--- src/rtl/imem_pkg.sv ---
// Shared definitions for the instruction-memory loader and the fetch stage:
// loader state encoding, default memory depth and length-field width.
package imem_pkg;

    localparam int unsigned IMEM_DEPTH_DEF = 1001;
    localparam int unsigned LEN_W          = 16;

    // Loader state encoding (kept as plain constants for legacy users)
    localparam logic [2:0] ST_IDLE   = 3'd0;
    localparam logic [2:0] ST_LEN_HI = 3'd1;
    localparam logic [2:0] ST_LEN_LO = 3'd2;
    localparam logic [2:0] ST_DATA   = 3'd3;
    localparam logic [2:0] ST_WRITE  = 3'd4;
    localparam logic [2:0] ST_DONE   = 3'd5;
    localparam logic [2:0] ST_ERR    = 3'd6;

    // True when a requested word count does not fit in the memory
    function automatic logic len_too_long(input logic [LEN_W-1:0] len,
                                          input logic [31:0]      depth);
        return ({{(32-LEN_W){1'b0}}, len} > depth);
    endfunction

    // Word address of the given load index
    function automatic logic [31:0] word_addr(input logic [31:0]      base,
                                              input logic [LEN_W-1:0] idx);
        return base + {{(32-LEN_W){1'b0}}, idx};
    endfunction

endpackage

--- src/rtl/imem_loader_word_assembler.sv ---
// Byte-to-word assembly: collects four bytes MSB first. The word output
// already includes the byte being accepted, so the caller can register the
// complete word on the same edge that accepts the fourth byte.
module word_assembler (
    input  logic        clk,
    input  logic        rst_n,
    input  logic        clr,
    input  logic        byte_en,
    input  logic [7:0]  byte_in,
    output logic [31:0] word,
    output logic        word_ready
);

    logic [31:0] shift_r;
    logic [1:0]  cnt_r;

    // Assembled word and completion flag for the byte currently offered
    always_comb begin
        word       = {shift_r[23:0], byte_in};
        word_ready = byte_en && (cnt_r == 2'd3);
    end

    // Shift register and byte counter; stalls leave both untouched
    always_ff @(posedge clk or negedge rst_n) begin
        if (!rst_n) begin
            shift_r <= 32'd0;
            cnt_r   <= 2'd0;
        end else if (clr) begin
            shift_r <= 32'd0;
            cnt_r   <= 2'd0;
        end else if (byte_en) begin
            shift_r <= {shift_r[23:0], byte_in};
            cnt_r   <= cnt_r + 2'd1;
        end else begin
            shift_r <= shift_r;
            cnt_r   <= cnt_r;
        end
    end

endmodule

--- src/rtl/imem_loader.sv ---
// Instruction-memory loader: receives a 16-bit word count followed by
// 32-bit words as a byte stream and writes them to consecutive addresses
// starting at BASE_ADDR. busy holds the core's program counter in reset
// while a load is in progress. All outputs are registered.
module imem_loader
    import imem_pkg::*;
#(
    parameter int unsigned DEPTH     = IMEM_DEPTH_DEF,
    parameter logic [31:0] BASE_ADDR = 32'h0000_0000
) (
    input  logic        clk,
    input  logic        rst,
    input  logic        start,
    input  logic        in_valid,
    input  logic [7:0]  in_data,
    output logic        in_ready,
    output logic        mem_we,
    output logic [31:0] mem_addr,
    output logic [31:0] mem_wdata,
    output logic        busy,
    output logic        done,
    output logic        err
);

    localparam logic [31:0] DEPTH_W = 32'(DEPTH);

    logic [2:0]       state_r;
    logic [2:0]       state_nx_s;
    logic [LEN_W-1:0] len_r;
    logic [LEN_W-1:0] len_nx_s;
    logic [LEN_W-1:0] idx_r;
    logic [LEN_W-1:0] idx_nx_s;

    logic             accept_s;
    logic             asm_en_s;
    logic             asm_clr_s;
    logic             asm_ready_s;
    logic [31:0]      asm_word_s;

    logic             in_ready_r;
    logic             mem_we_r;
    logic [31:0]      mem_addr_r;
    logic [31:0]      mem_wdata_r;
    logic             busy_r;
    logic             done_r;
    logic             err_r;

    logic             in_ready_nx_s;
    logic             busy_nx_s;
    logic             done_nx_s;
    logic             err_nx_s;
    logic             mem_we_nx_s;

    assign in_ready  = in_ready_r;
    assign mem_we    = mem_we_r;
    assign mem_addr  = mem_addr_r;
    assign mem_wdata = mem_wdata_r;
    assign busy      = busy_r;
    assign done      = done_r;
    assign err       = err_r;

    // Byte handshake and assembler control
    always_comb begin
        accept_s  = in_valid && in_ready_r;
        asm_en_s  = accept_s && (state_r == ST_DATA);
        asm_clr_s = accept_s && (state_r == ST_LEN_LO);
    end

    word_assembler u_word_assembler (
        .clk        (clk),
        .rst_n      (rst),
        .clr        (asm_clr_s),
        .byte_en    (asm_en_s),
        .byte_in    (in_data),
        .word       (asm_word_s),
        .word_ready (asm_ready_s)
    );

    // Next-state, length and word-index logic
    always_comb begin
        state_nx_s = state_r;
        len_nx_s   = len_r;
        idx_nx_s   = idx_r;
        case (state_r)
            ST_IDLE: begin
                if (start) begin
                    state_nx_s = ST_LEN_HI;
                end else begin
                    state_nx_s = ST_IDLE;
                end
            end
            ST_LEN_HI: begin
                if (accept_s) begin
                    len_nx_s   = {in_data, len_r[7:0]};
                    state_nx_s = ST_LEN_LO;
                end else begin
                    state_nx_s = ST_LEN_HI;
                end
            end
            ST_LEN_LO: begin
                if (accept_s) begin
                    len_nx_s = {len_r[LEN_W-1:8], in_data};
                    idx_nx_s = {LEN_W{1'b0}};
                    if (len_nx_s == {LEN_W{1'b0}}) begin
                        state_nx_s = ST_DONE;
                    end else if (len_too_long(len_nx_s, DEPTH_W)) begin
                        state_nx_s = ST_ERR;
                    end else begin
                        state_nx_s = ST_DATA;
                    end
                end else begin
                    state_nx_s = ST_LEN_LO;
                end
            end
            ST_DATA: begin
                if (asm_ready_s) begin
                    state_nx_s = ST_WRITE;
                end else begin
                    state_nx_s = ST_DATA;
                end
            end
            ST_WRITE: begin
                if (idx_r == (len_r - 16'd1)) begin
                    state_nx_s = ST_DONE;
                end else begin
                    idx_nx_s   = idx_r + 16'd1;
                    state_nx_s = ST_DATA;
                end
            end
            ST_DONE: begin
                state_nx_s = ST_IDLE;
            end
            ST_ERR: begin
                if (start) begin
                    state_nx_s = ST_LEN_HI;
                end else begin
                    state_nx_s = ST_ERR;
                end
            end
            default: begin
                state_nx_s = ST_IDLE;
            end
        endcase
    end

    // Output decode from the next state so every output is a flop
    always_comb begin
        in_ready_nx_s = 1'b0;
        busy_nx_s     = 1'b0;
        done_nx_s     = 1'b0;
        err_nx_s      = 1'b0;
        mem_we_nx_s   = 1'b0;
        case (state_nx_s)
            ST_LEN_HI, ST_LEN_LO, ST_DATA: begin
                in_ready_nx_s = 1'b1;
                busy_nx_s     = 1'b1;
            end
            ST_WRITE: begin
                busy_nx_s   = 1'b1;
                mem_we_nx_s = 1'b1;
            end
            ST_DONE: begin
                busy_nx_s = 1'b1;
                done_nx_s = 1'b1;
            end
            ST_ERR: begin
                err_nx_s = 1'b1;
            end
            default: begin
                in_ready_nx_s = 1'b0;
            end
        endcase
    end

    // FSM state, length and index registers
    always_ff @(posedge clk or negedge rst) begin
        if (!rst) begin
            state_r <= ST_IDLE;
            len_r   <= {LEN_W{1'b0}};
            idx_r   <= {LEN_W{1'b0}};
        end else begin
            state_r <= state_nx_s;
            len_r   <= len_nx_s;
            idx_r   <= idx_nx_s;
        end
    end

    // Registered control outputs
    always_ff @(posedge clk or negedge rst) begin
        if (!rst) begin
            in_ready_r <= 1'b0;
            busy_r     <= 1'b0;
            done_r     <= 1'b0;
            err_r      <= 1'b0;
            mem_we_r   <= 1'b0;
        end else begin
            in_ready_r <= in_ready_nx_s;
            busy_r     <= busy_nx_s;
            done_r     <= done_nx_s;
            err_r      <= err_nx_s;
            mem_we_r   <= mem_we_nx_s;
        end
    end

    // Memory address/data: loaded on entry to WRITE, held at all other times
    always_ff @(posedge clk or negedge rst) begin
        if (!rst) begin
            mem_addr_r  <= 32'd0;
            mem_wdata_r <= 32'd0;
        end else if (mem_we_nx_s) begin
            mem_addr_r  <= word_addr(BASE_ADDR, idx_r);
            mem_wdata_r <= asm_word_s;
        end else begin
            mem_addr_r  <= mem_addr_r;
            mem_wdata_r <= mem_wdata_r;
        end
    end

endmodule

--- config.mk ---
export PLATFORM = sky130hd
export DESIGN_NAME = imem_loader
export DESIGN_NICKNAME = d
export VERILOG_FILES = /design/src/rtl/imem_pkg.sv /design/src/rtl/imem_loader_word_assembler.sv /design/src/rtl/imem_loader.sv
export SDC_FILE = /design/constraint.sdc
export NUM_CORES = 1
export LEC_CHECK = 0
export BUFFER_PORTS_ARGS = -buffer_cell sky130_fd_sc_hd__buf_2
export CELL_PAD_IN_SITES_DETAIL_PLACEMENT = 0
export CELL_PAD_IN_SITES_GLOBAL_PLACEMENT = 2
export CORE_MARGIN = 2
export CORE_UTILIZATION = 37
export DETAILED_ROUTE_END_ITERATION = 8
export PLACE_DENSITY_LB_ADDON = 0.1
export SYNTH_ARGS = -nofsm -noshare
export SYNTH_HDL_FRONTEND = slang
export SYNTH_HIERARCHICAL = 1
export SYNTH_SLANG_ARGS = --single-unit
--- constraint.sdc ---
create_clock -name clk -period 3.8 [get_ports clk]
set_clock_uncertainty 0.05 [all_clocks]
set_input_delay 0.76 -clock clk [delete_from_list [all_inputs] [get_ports clk]]
set_output_delay 0.76 -clock clk [all_outputs]
set_load 0.02 [all_outputs]
Word-level counts from Yosys, hierarchy flattened
Index checks and enable logic that the tools add are counted.
Word-level totals
  output and inout port bits: 69
  register bits: 114
  input port bits: 12
  word-level logic and storage cells: 71
Operators by class
  $lt $le $gt $ge: 1
  muxes and demuxes: 24
  add/sub/neg operators: 3
  equality and inequality tests: 15
  bitwise logic cells: 2
  reduce and logical (&&, ||, !) cells: 13
Operator list (count)
  one-hot mux 16 bit (2 select lines): 2
  two-way mux 16 bit: 3
  two-way mux 24 bit: 2
  two-way mux 3 bit: 6
  one-hot mux 3 bit (6 select lines): 1
  adder 16 x 1 -> 16 bit (second input constant): 1
  == test 16 bit: 1
  greater-than comparator 16 x 10 -> 1 bit (second input constant): 1
  zero test 16 bit: 1
  subtractor 16 x 1 -> 16 bit (second input constant): 1
  == test 3 bit (second input constant): 5
  == test 3 x 2 -> 1 bit (second input constant): 4
  AND reduction 3 bit: 3
  two-way mux 8 bit: 1
  == test 3 x 1 -> 1 bit (second input constant): 2
  two-way mux 1 bit: 6
  two-way mux 2 bit: 3
  OR reduction 5 bit: 1
  logical AND 1 bit: 4
  inequality test 2 bit (second input constant): 2
  nonzero test 2 bit: 2
  zero test 3 bit: 1
  OR reduction 3 bit: 1
  adder 2 x 1 -> 2 bit (second input constant): 1
  2 further kinds: 3

Logic depth before layout (Yosys ltp)
Gate-level depths: netlist of run 1.
  depth in word-level cells: 8
  mapped depth: 13
  gate-level depth less buffers: 10

Hierarchy
The synthesis of run 1 kept the hierarchy.
Modules (own cells, without submodules)
  imem_loader: cells an instance 413, sequential area each 2202.1 sq um, area each 4461.8 sq um, times used 1
  word_assembler: cells an instance 94, sequential area each 650.6 sq um, area each 1153.6 sq um, times used 1

Worst setup path before layout of run 1
Ideal clock, no wire load.
  path type: register to register
  start point: register len_r[0]
  end point: register idx_r[0]
  buffers on the path: 3
  setup time: 118 ps
  data required time: 3632 ps
  arrival time: 2773 ps
  cell stages (with the launch flop): 14
  clock period less this slack: 2941 ps
  path slack: 859 ps
  cell sequence: dfrtp_1 -> inv_1 -> ha_1 -> buf_4 -> nor3b_1 -> nand3_1 -> or3_1 -> a211o_1 -> nor4_2 -> and2_4 -> buf_8 -> buf_12 -> nor3_1 -> a21o_1
Between the ends
  longest elaborated chain between the ends: 4
Ends and longest elaborated chain
  start: declaration: RTL line imem_loader.sv:29  | logic [LEN_W-1:0] len_r;
  start signal: assignment: RTL line imem_loader.sv:179  | len_r <= {LEN_W{1'b0}};
  start signal: assignment: RTL line imem_loader.sv:183  | len_r <= len_nx_s;
  subtractor 16 x 1 -> 16 bit: RTL line imem_loader.sv:123  | if (idx_r == (len_r - 16'd1)) begin
  == test 16 bit: RTL line imem_loader.sv:123
  inequality test 2 bit (no source line)
  AND reduction 3 bit (no source line)
  end signal: assignment: RTL line imem_loader.sv:180  | idx_r <= {LEN_W{1'b0}};
  end signal: assignment: RTL line imem_loader.sv:184  | idx_r <= idx_nx_s;
  end: declaration: RTL line imem_loader.sv:31  | logic [LEN_W-1:0] idx_r;
Every way passes these cells.
A chain may end at the register's enable or synchronous reset.

Worst setup path after layout of run 1
  start point: register len_r[0]
  end point: register idx_r[4]
Same word-level chain as after synthesis.

==> impl_results.md, run 1 <==
* Total grt overflow at 0
* Crit path time final at 3.300 ns
* Layout area overhead at 16.18%
* Critical Path RT at 4.05 ns
* Share of layout cells above drive strength 1 at 0.3160
* TritonCTS clock tree: built
* Initial antenna violation count at 0
* Row count at 45
* RSZ-0062 raised after global routing: no
* Worst IR Drop VDD at 0.0004130 V
* PD cells at 731.3 nW/um^2
* DR WL/cell at 17.02 um
* Max-Slew Margin vs Limit at 0.5253
* Worst path cell trace: inv_1, ha_1, nor3b_1, nand3_1, or3_1, a211o_1, nor4_2, and2_4, nor4_1, o21a_1
* DRC at 0
* Final Max Slew Viols at 0
* Setup_tns at 0 ns
* Reg clk slew, reported paths at 0.06 ns
* Synth cell types at 59
* Commonest non-fill, non-tap cell in the layout: dfrtp_1
* CTS resizes at 0
* Vias in the first global route at 3829
* R2R Setup Slk at 0.50 ns
* First-pass GRT wire length at 21110 um
* Post-DR vias/cell at 5.034
* Fmax achieved at 0.3031 GHz
* Pin count of the biggest net entering global routing at 57
* DPL Wire Length at 9077 um
* Die area at 16180 sq um
* Most used DFF post-synth: dfrtp_1
* Routed wl met2 at 6552 um
* Top layer in use: met4
* Max FO, Critical Path at 23
* Slowest cell on crit path: nor3b_1
* Routed wire length at 13000 um
* Std-Cell Core Area at 15030 sq um
* Hold Vio Cnt, Final at 0
* Starting density of the core at 0.3735
* Layout net count at 578
* Worst path max stage delay at 0.47 ns
* Total GRT Usage at 0.1713
* Die width at 127.2 um
* Met3 routed WL at 417 um
* Hold Crit Class: in2async
* Crit Reg-Reg Startpoint: len_r[0]
* Slew @ Worst Pin at 0.7095 ns
* CP endpoint kind: flop
* FF-to-FF path depth at 10
* CTS Buf Count at 17
* WL met1 at 5842 um
* Yosys warning total at 6
* Max_cap viols at 0
* Cells after Synth at 507
* Antenna Cells at 0
* Synthesized area per cell at 11.08 sq um
* Post-CTS Setup Bufs at 0
* Synthesized area at 5615 sq um
* Port buffer count at 64
* Outcome: finished clean
* Asr flop ratio synth at 1.000
* Routed vias at 3846
* Register area share after synthesis at 0.5080
* Post-synthesis register bit count at 114
* Critical Path Source Type: flop
* H-tree depth reported by CTS at 4
* Antenna Violating Nets Remaining at 0
* I/O Pins at 81
* Clock Latency Late Sink at 0.42 ns
* Tcrit/Tclk final at 0.8683
* Clock Root Buffer: clkbuf_16
* Static Leakage at 3.231 nW
* First-pass iteration count of the detailed router at 4
* Filler cells at 1455
* Clk buf depth at 2
* GP Congestion at 0.8564
* Total Power at 4.771 mW
* Die H at 127.2 um
* Critical path type: reg2reg
* Iter 0 DRT Violations at 153
* Reg2reg end: idx_r[4]
* Post-CTS Hold Fix Bufs at 0
* Most frequent cells in the layout: 114 x dfrtp_1, 63 x buf_2, 61 x nand2_1
* TritonCTS Sinks at 114
* Final Setup Violations at 0
* WP data arrival at 3.55 ns
* EDFF count, synth at 0
## worst max-delay path, delay by kind of cell, from the launching register on
kind | cells | cell delay (ns)
compound gates | 2 | 0.48
simple gates | 6 | 1.82
flops | 1 | 0.41
fa+ha+maj | 1 | 0.35
buf+inv | 1 | 0.09
## stage by stage
step / setup slack [ns] / cell area [sq um] / cells / hold slack, ns / utilization
floorplan: 0.8590 / 5672 / 522 / 0.4144 / -
global placement: 0.6055 / 5934 / 732 / 0.4343 / 0.3948
detailed placement: 0.5369 / 5934 / 732 / 0.4369 / 0.3948
CTS: 0.5080 / 6524 / 764 / 0.2101 / 0.4340
global route: 0.1910 / 6524 / 764 / 0.2382 / 0.4340
finish: 0.5003 / 6524 / 764 / 0.2226 / 0.4340
## state kept, by name (all words and copies together), names as in the netlist, 2 cells and up
signal,flops
mem_addr,16
idx_r,16
state_r,3
u_word_assembler/cnt_r,2
u_word_assembler/shift_r,24
len_r,16
mem_wdata,32
## cell usage after synthesis (4+ instances only)
| library cell | n | share of area |
|---|---|---|
| o21ai_2 | 5 | 0.0078 |
| nor4_1 | 6 | 0.0067 |
| buf_6 | 5 | 0.010 |
| buf_1 | 5 | 0.0033 |
| buf_4 | 25 | 0.033 |
| nand4_1 | 7 | 0.0078 |
| a21oi_1 | 10 | 0.0089 |
| xor2_1 | 9 | 0.014 |
| o211ai_1 | 6 | 0.0080 |
| clkbuf_1 | 7 | 0.0047 |
| a21oi_2 | 6 | 0.0094 |
| nor2_1 | 39 | 0.026 |
| dfrtp_1 | 114 | 0.51 |
| nand3_1 | 5 | 0.0045 |
| nand2_1 | 61 | 0.041 |
| or4_2 | 4 | 0.0062 |
| o21ai_0 | 16 | 0.014 |
| xnor2_1 | 14 | 0.022 |
| mux2_2 | 48 | 0.096 |
| nor3_1 | 10 | 0.0089 |
| or3_2 | 6 | 0.0080 |
| and3_1 | 6 | 0.0067 |
| inv_1 | 5 | 0.0033 |
| and2_1 | 4 | 0.0045 |
| mux2i_1 | 30 | 0.053 |
## power breakdown
| part | internal (mW) | leakage, nW | switching, mW | total (mW) |
|---|---|---|---|---|
| Combinational | 0.545 | 1.42 | 0.722 | 1.27 |
| Sequential | 1.53 | 1.54 | 0.409 | 1.94 |
| Clock | 0.997 | 0.271 | 0.565 | 1.56 |
## per-layer routing
layer / track usage / up-vias
met4: 0.07046 / 0
met3: 0.04229 / 13
met2: 0.2834 / 66
met5: 0 / -
met1: 0.2159 / 1926
li1: - / 1841
## cell type report
type / instances / area, sq um / area share
clock buffers: 20 / 456.7 / 0.07000
clock inverters: 12 / 132.6 / 0.02033
inverters: 5 / 18.77 / 0.002877
multi-input cells: 353 / 2420 / 0.3709
flip-flops and latches: 114 / 2853 / 0.4373
well taps: 188 / 235.2 / 0.03606
repair buffers: 72 / 407.9 / 0.06252
## worst max path at each step
stage,from,end,slack (ns),cells after the start
2_1_floorplan,len_r[0],idx_r[0],0.86,13
3_3_place_gp,len_r[0],idx_r[4],0.61,10
3_5_place_dp,len_r[0],idx_r[6],0.54,10
4_1_cts,len_r[0],idx_r[6],0.51,10
5_1_grt,len_r[0],idx_r[4],0.19,10
6_report,len_r[0],idx_r[4],0.50,10
## cell families (layout without fill, tap and decap cells)
| family | Yosys count | count (layout) | synth area share |
|---|---|---|---|
| other | 1 | 16 | 0.0006678 |
| DFF | 114 | 114 | 0.5080 |
| and+or+nand+nor | 173 | 173 | 0.1537 |
| AOI/OAI and AO/OA | 60 | 60 | 0.07241 |
| buffers and inverters | 55 | 109 | 0.07286 |
| xor gates and xnor gates | 23 | 23 | 0.03587 |
| muxes | 78 | 78 | 0.1497 |
| adders and majority gates | 3 | 3 | 0.006685 |
Note: power is estimated with default switching activity, not from simulation.
==> run 2: changes to the inputs <==
--- a/config.mk
+++ b/config.mk
@@ -12,6 +12,7 @@
 export CORE_UTILIZATION = 37
 export DETAILED_ROUTE_END_ITERATION = 8
 export PLACE_DENSITY_LB_ADDON = 0.1
+export RECOVER_POWER = 100
 export SYNTH_ARGS = -nofsm -noshare
 export SYNTH_HDL_FRONTEND = slang
 export SYNTH_HIERARCHICAL = 1
==> impl_results.md, run 2 (synthesis results as in run 1) <==
* Clock power frac at 0.331 (was 0.327)
* Critical path type: reg2reg (unchanged)
* Clk buf depth at 2 (unchanged)
* Worst path cell trace: inv_1, ha_1, nor3b_1, nand3_1, or3_1, a211o_1, nor4_2, and2_4, or4_2, a21oi_1 (was inv_1, ha_1, nor3b_1, nand3_1, or3_1, a211o_1, nor4_2, and2_4, nor4_1, o21a_1)
* CTS resizes at 0 (unchanged)
* Final Max Slew Viols at 53 (was 0)
* Total Power at 4.727 mW (was 4.771 mW)
* Starting density of the core at 0.3735 (unchanged)
* Max_cap viols at 2 (was 0)
* TritonCTS clock tree: built (unchanged)
* Port buffer count at 64 (unchanged)
* WP buf/inv at 1 (unchanged)
* Critical Path RT at 3.98 ns (was 4.05 ns)
* Fmax achieved at 0.2995 GHz (was 0.3031 GHz)
* RSZ-0062 raised after global routing: no (unchanged)
* TritonCTS Sinks at 114 (unchanged)
* Initial antenna violation count at 0 (unchanged)
* Setup_tns at 0 ns (unchanged)
* Final Setup Violations at 0 (unchanged)
* Post-DR vias/cell at 5.056 (was 5.034)
* Pin count of the biggest net entering global routing at 57 (unchanged)
* Post-CTS Hold Fix Bufs at 0 (unchanged)
* Vias in the first global route at 3829 (unchanged)
* Post-CTS Setup Bufs at 0 (unchanged)
* Routed vias at 3863 (was 3846)
* Register share of total power at 0.410 (was 0.407)
* CTS Buf Count at 17 (unchanged)
* GP Congestion at 0.8564 (unchanged)
* Die H at 127.2 um (unchanged)
* Most frequent cells in the layout: 114 x dfrtp_1, 61 x nand2_1, 59 x clkbuf_1 (was 114 x dfrtp_1, 63 x buf_2, 61 x nand2_1)
* Iter 0 DRT Violations at 159 (was 153)
* CP endpoint kind: flop (unchanged)
* Slowest cell on crit path: nor3b_1 (unchanged)
* Internal power at 3.046 mW (was 3.075 mW)
* Layout area overhead at 13.48% (was 16.18%)
* DR WL/cell at 17.00 um (was 17.02 um)
* Worst IR Drop VDD at 0.0004117 V (was 0.0004130 V)
* Critical Path Source Type: flop (unchanged)
* PD cells at 741.9 nW/um^2 (was 731.3 nW/um^2)
* Max-Slew Margin vs Limit at -0.2420 (was 0.5253)
* CP top delay family: simple AND/OR/NAND/NOR gates (unchanged)
* Die area at 16180 sq um (unchanged)
* R2R Setup Slk at 0.46 ns (was 0.50 ns)
* Sw Ratio at 0.3557 (was 0.3554)
* First-pass GRT wire length at 21110 um (unchanged)
* Clock Root Buffer: clkbuf_16 (unchanged)
* Worst path max stage delay at 0.47 ns (about the same)
* Crit path time final at 3.338 ns (was 3.300 ns)
* Static Leakage at 2.970 nW (was 3.231 nW)
* Psw at 1.682 mW (was 1.695 mW)
* Outcome: complete, but fails checks (was finished clean)
* Total grt overflow at 0 (unchanged)
* Row count at 45 (unchanged)
* First-pass iteration count of the detailed router at 4 (unchanged)
* I/O Pins at 81 (unchanged)
* Die width at 127.2 um (unchanged)
* Tcrit/Tclk final at 0.8785 (was 0.8683)
* Max FO, Critical Path at 23 (unchanged)
* Share of layout cells above drive strength 1 at 0.1997 (was 0.3160)
* Antenna Cells at 0 (unchanged)
* Max FFs per register at 32 (unchanged)
* DPL Wire Length at 9077 um (unchanged)
* Std-Cell Core Area at 15030 sq um (unchanged)
* Failing checks: capacitance limit, slew limit
* Commonest non-fill, non-tap cell in the layout: dfrtp_1 (unchanged)
* Reg clk slew, reported paths at 0.06 ns (about the same)
* Clock Latency Late Sink at 0.42 ns (about the same)
* H-tree depth reported by CTS at 4 (unchanged)
* Layout net count at 578 (unchanged)
* Antenna Violating Nets Remaining at 0 (unchanged)
* Hold Vio Cnt, Final at 0 (unchanged)
* Routed wire length at 12990 um (was 13000 um)
* Total GRT Usage at 0.1713 (unchanged)
* WP data arrival at 3.52 ns (was 3.55 ns)
* Combinational power share at 0.259 (was 0.266)
* Slew @ Worst Pin at 1.863 ns (was 0.7095 ns)
* Hold Crit Class: reg2reg (was in2async)
* DRC at 0 (unchanged)
run 2: cell types whose count changed in the layout (fill, tap and decap cells not counted), moves of 2 or more:
cell      change
and2_1        -3
buf_4         -5
clkbuf_1     +58
and2_0        +3
clkbuf_2      +2
a21oi_1       +6
a21oi_2       -6
buf_12        -2
buf_2        -53
run 2: final timing paths:
check	start	end	depth (start not counted)
worst max-delay path	len_r[0]	idx_r[14]	10
worst min-delay path	mem_addr[10]	mem_addr[10]	1
worst max register to register	len_r[0]	idx_r[14]	10
worst min register to register	mem_addr[10]	mem_addr[10]	1
max in group asynchronous	rst	u_word_assembler/shift_r[1]	2
min in group asynchronous	rst	idx_r[0]	1
run 2: power by group through the flow:
stage	registers (mW)	logic, mW	clock network [mW]
floorplan	1.82	1.05	0
global placement	1.97	1.27	0
detailed placement	1.97	1.28	0
CTS	1.95	1.28	1.61
global route	2.00	1.40	1.66
finish	1.94	1.23	1.56
run 2: final cells by class:
type / count / area, sq um
fill: 1499 / 8661
sequential: 114 / 2853
multi-input combinational: 353 / 2384
clock buffer: 20 / 456.7
timing repair buffer: 72 / 292.8
tap: 188 / 235.2
clock inverter: 12 / 132.6
inverter: 5 / 18.77
run 2: metrics by stage:
| stage | area, sq um | cells | util | setup WS (ns) | hold slack, ns |
|---|---|---|---|---|---|
| 2_1_floorplan | 5672 | 522 | - | 0.8590 | 0.4144 |
| 3_3_place_gp | 5934 | 732 | 0.3948 | 0.6055 | 0.4343 |
| 3_5_place_dp | 5934 | 732 | 0.3948 | 0.5369 | 0.4369 |
| 4_1_cts | 6524 | 764 | 0.4340 | 0.5080 | 0.2101 |
| 5_1_grt | 6372 | 764 | 0.4239 | 0.1760 | 0.4669 |
| 6_report | 6372 | 764 | 0.4239 | 0.4616 | 0.4499 |
run 2: worst register-to-register path: stages, from the launching register on:
cell and delay [ns]:
dfrtp_1 0.41, inv_1 0.09, ha_1 0.35, nor3b_1 0.47, nand3_1 0.19, or3_1 0.38
a211o_1 0.30, nor4_2 0.31, and2_4 0.39, or4_2 0.18, a21oi_1 0.05
run 2: layer usage:
layer	GRT usage	vias up	wire length [um]
met4	0.07046	0	244
met5	0	-	0
met1	0.2159	1938	5788
met2	0.2834	61	6498
li1	-	1847	-
met3	0.04229	17	456
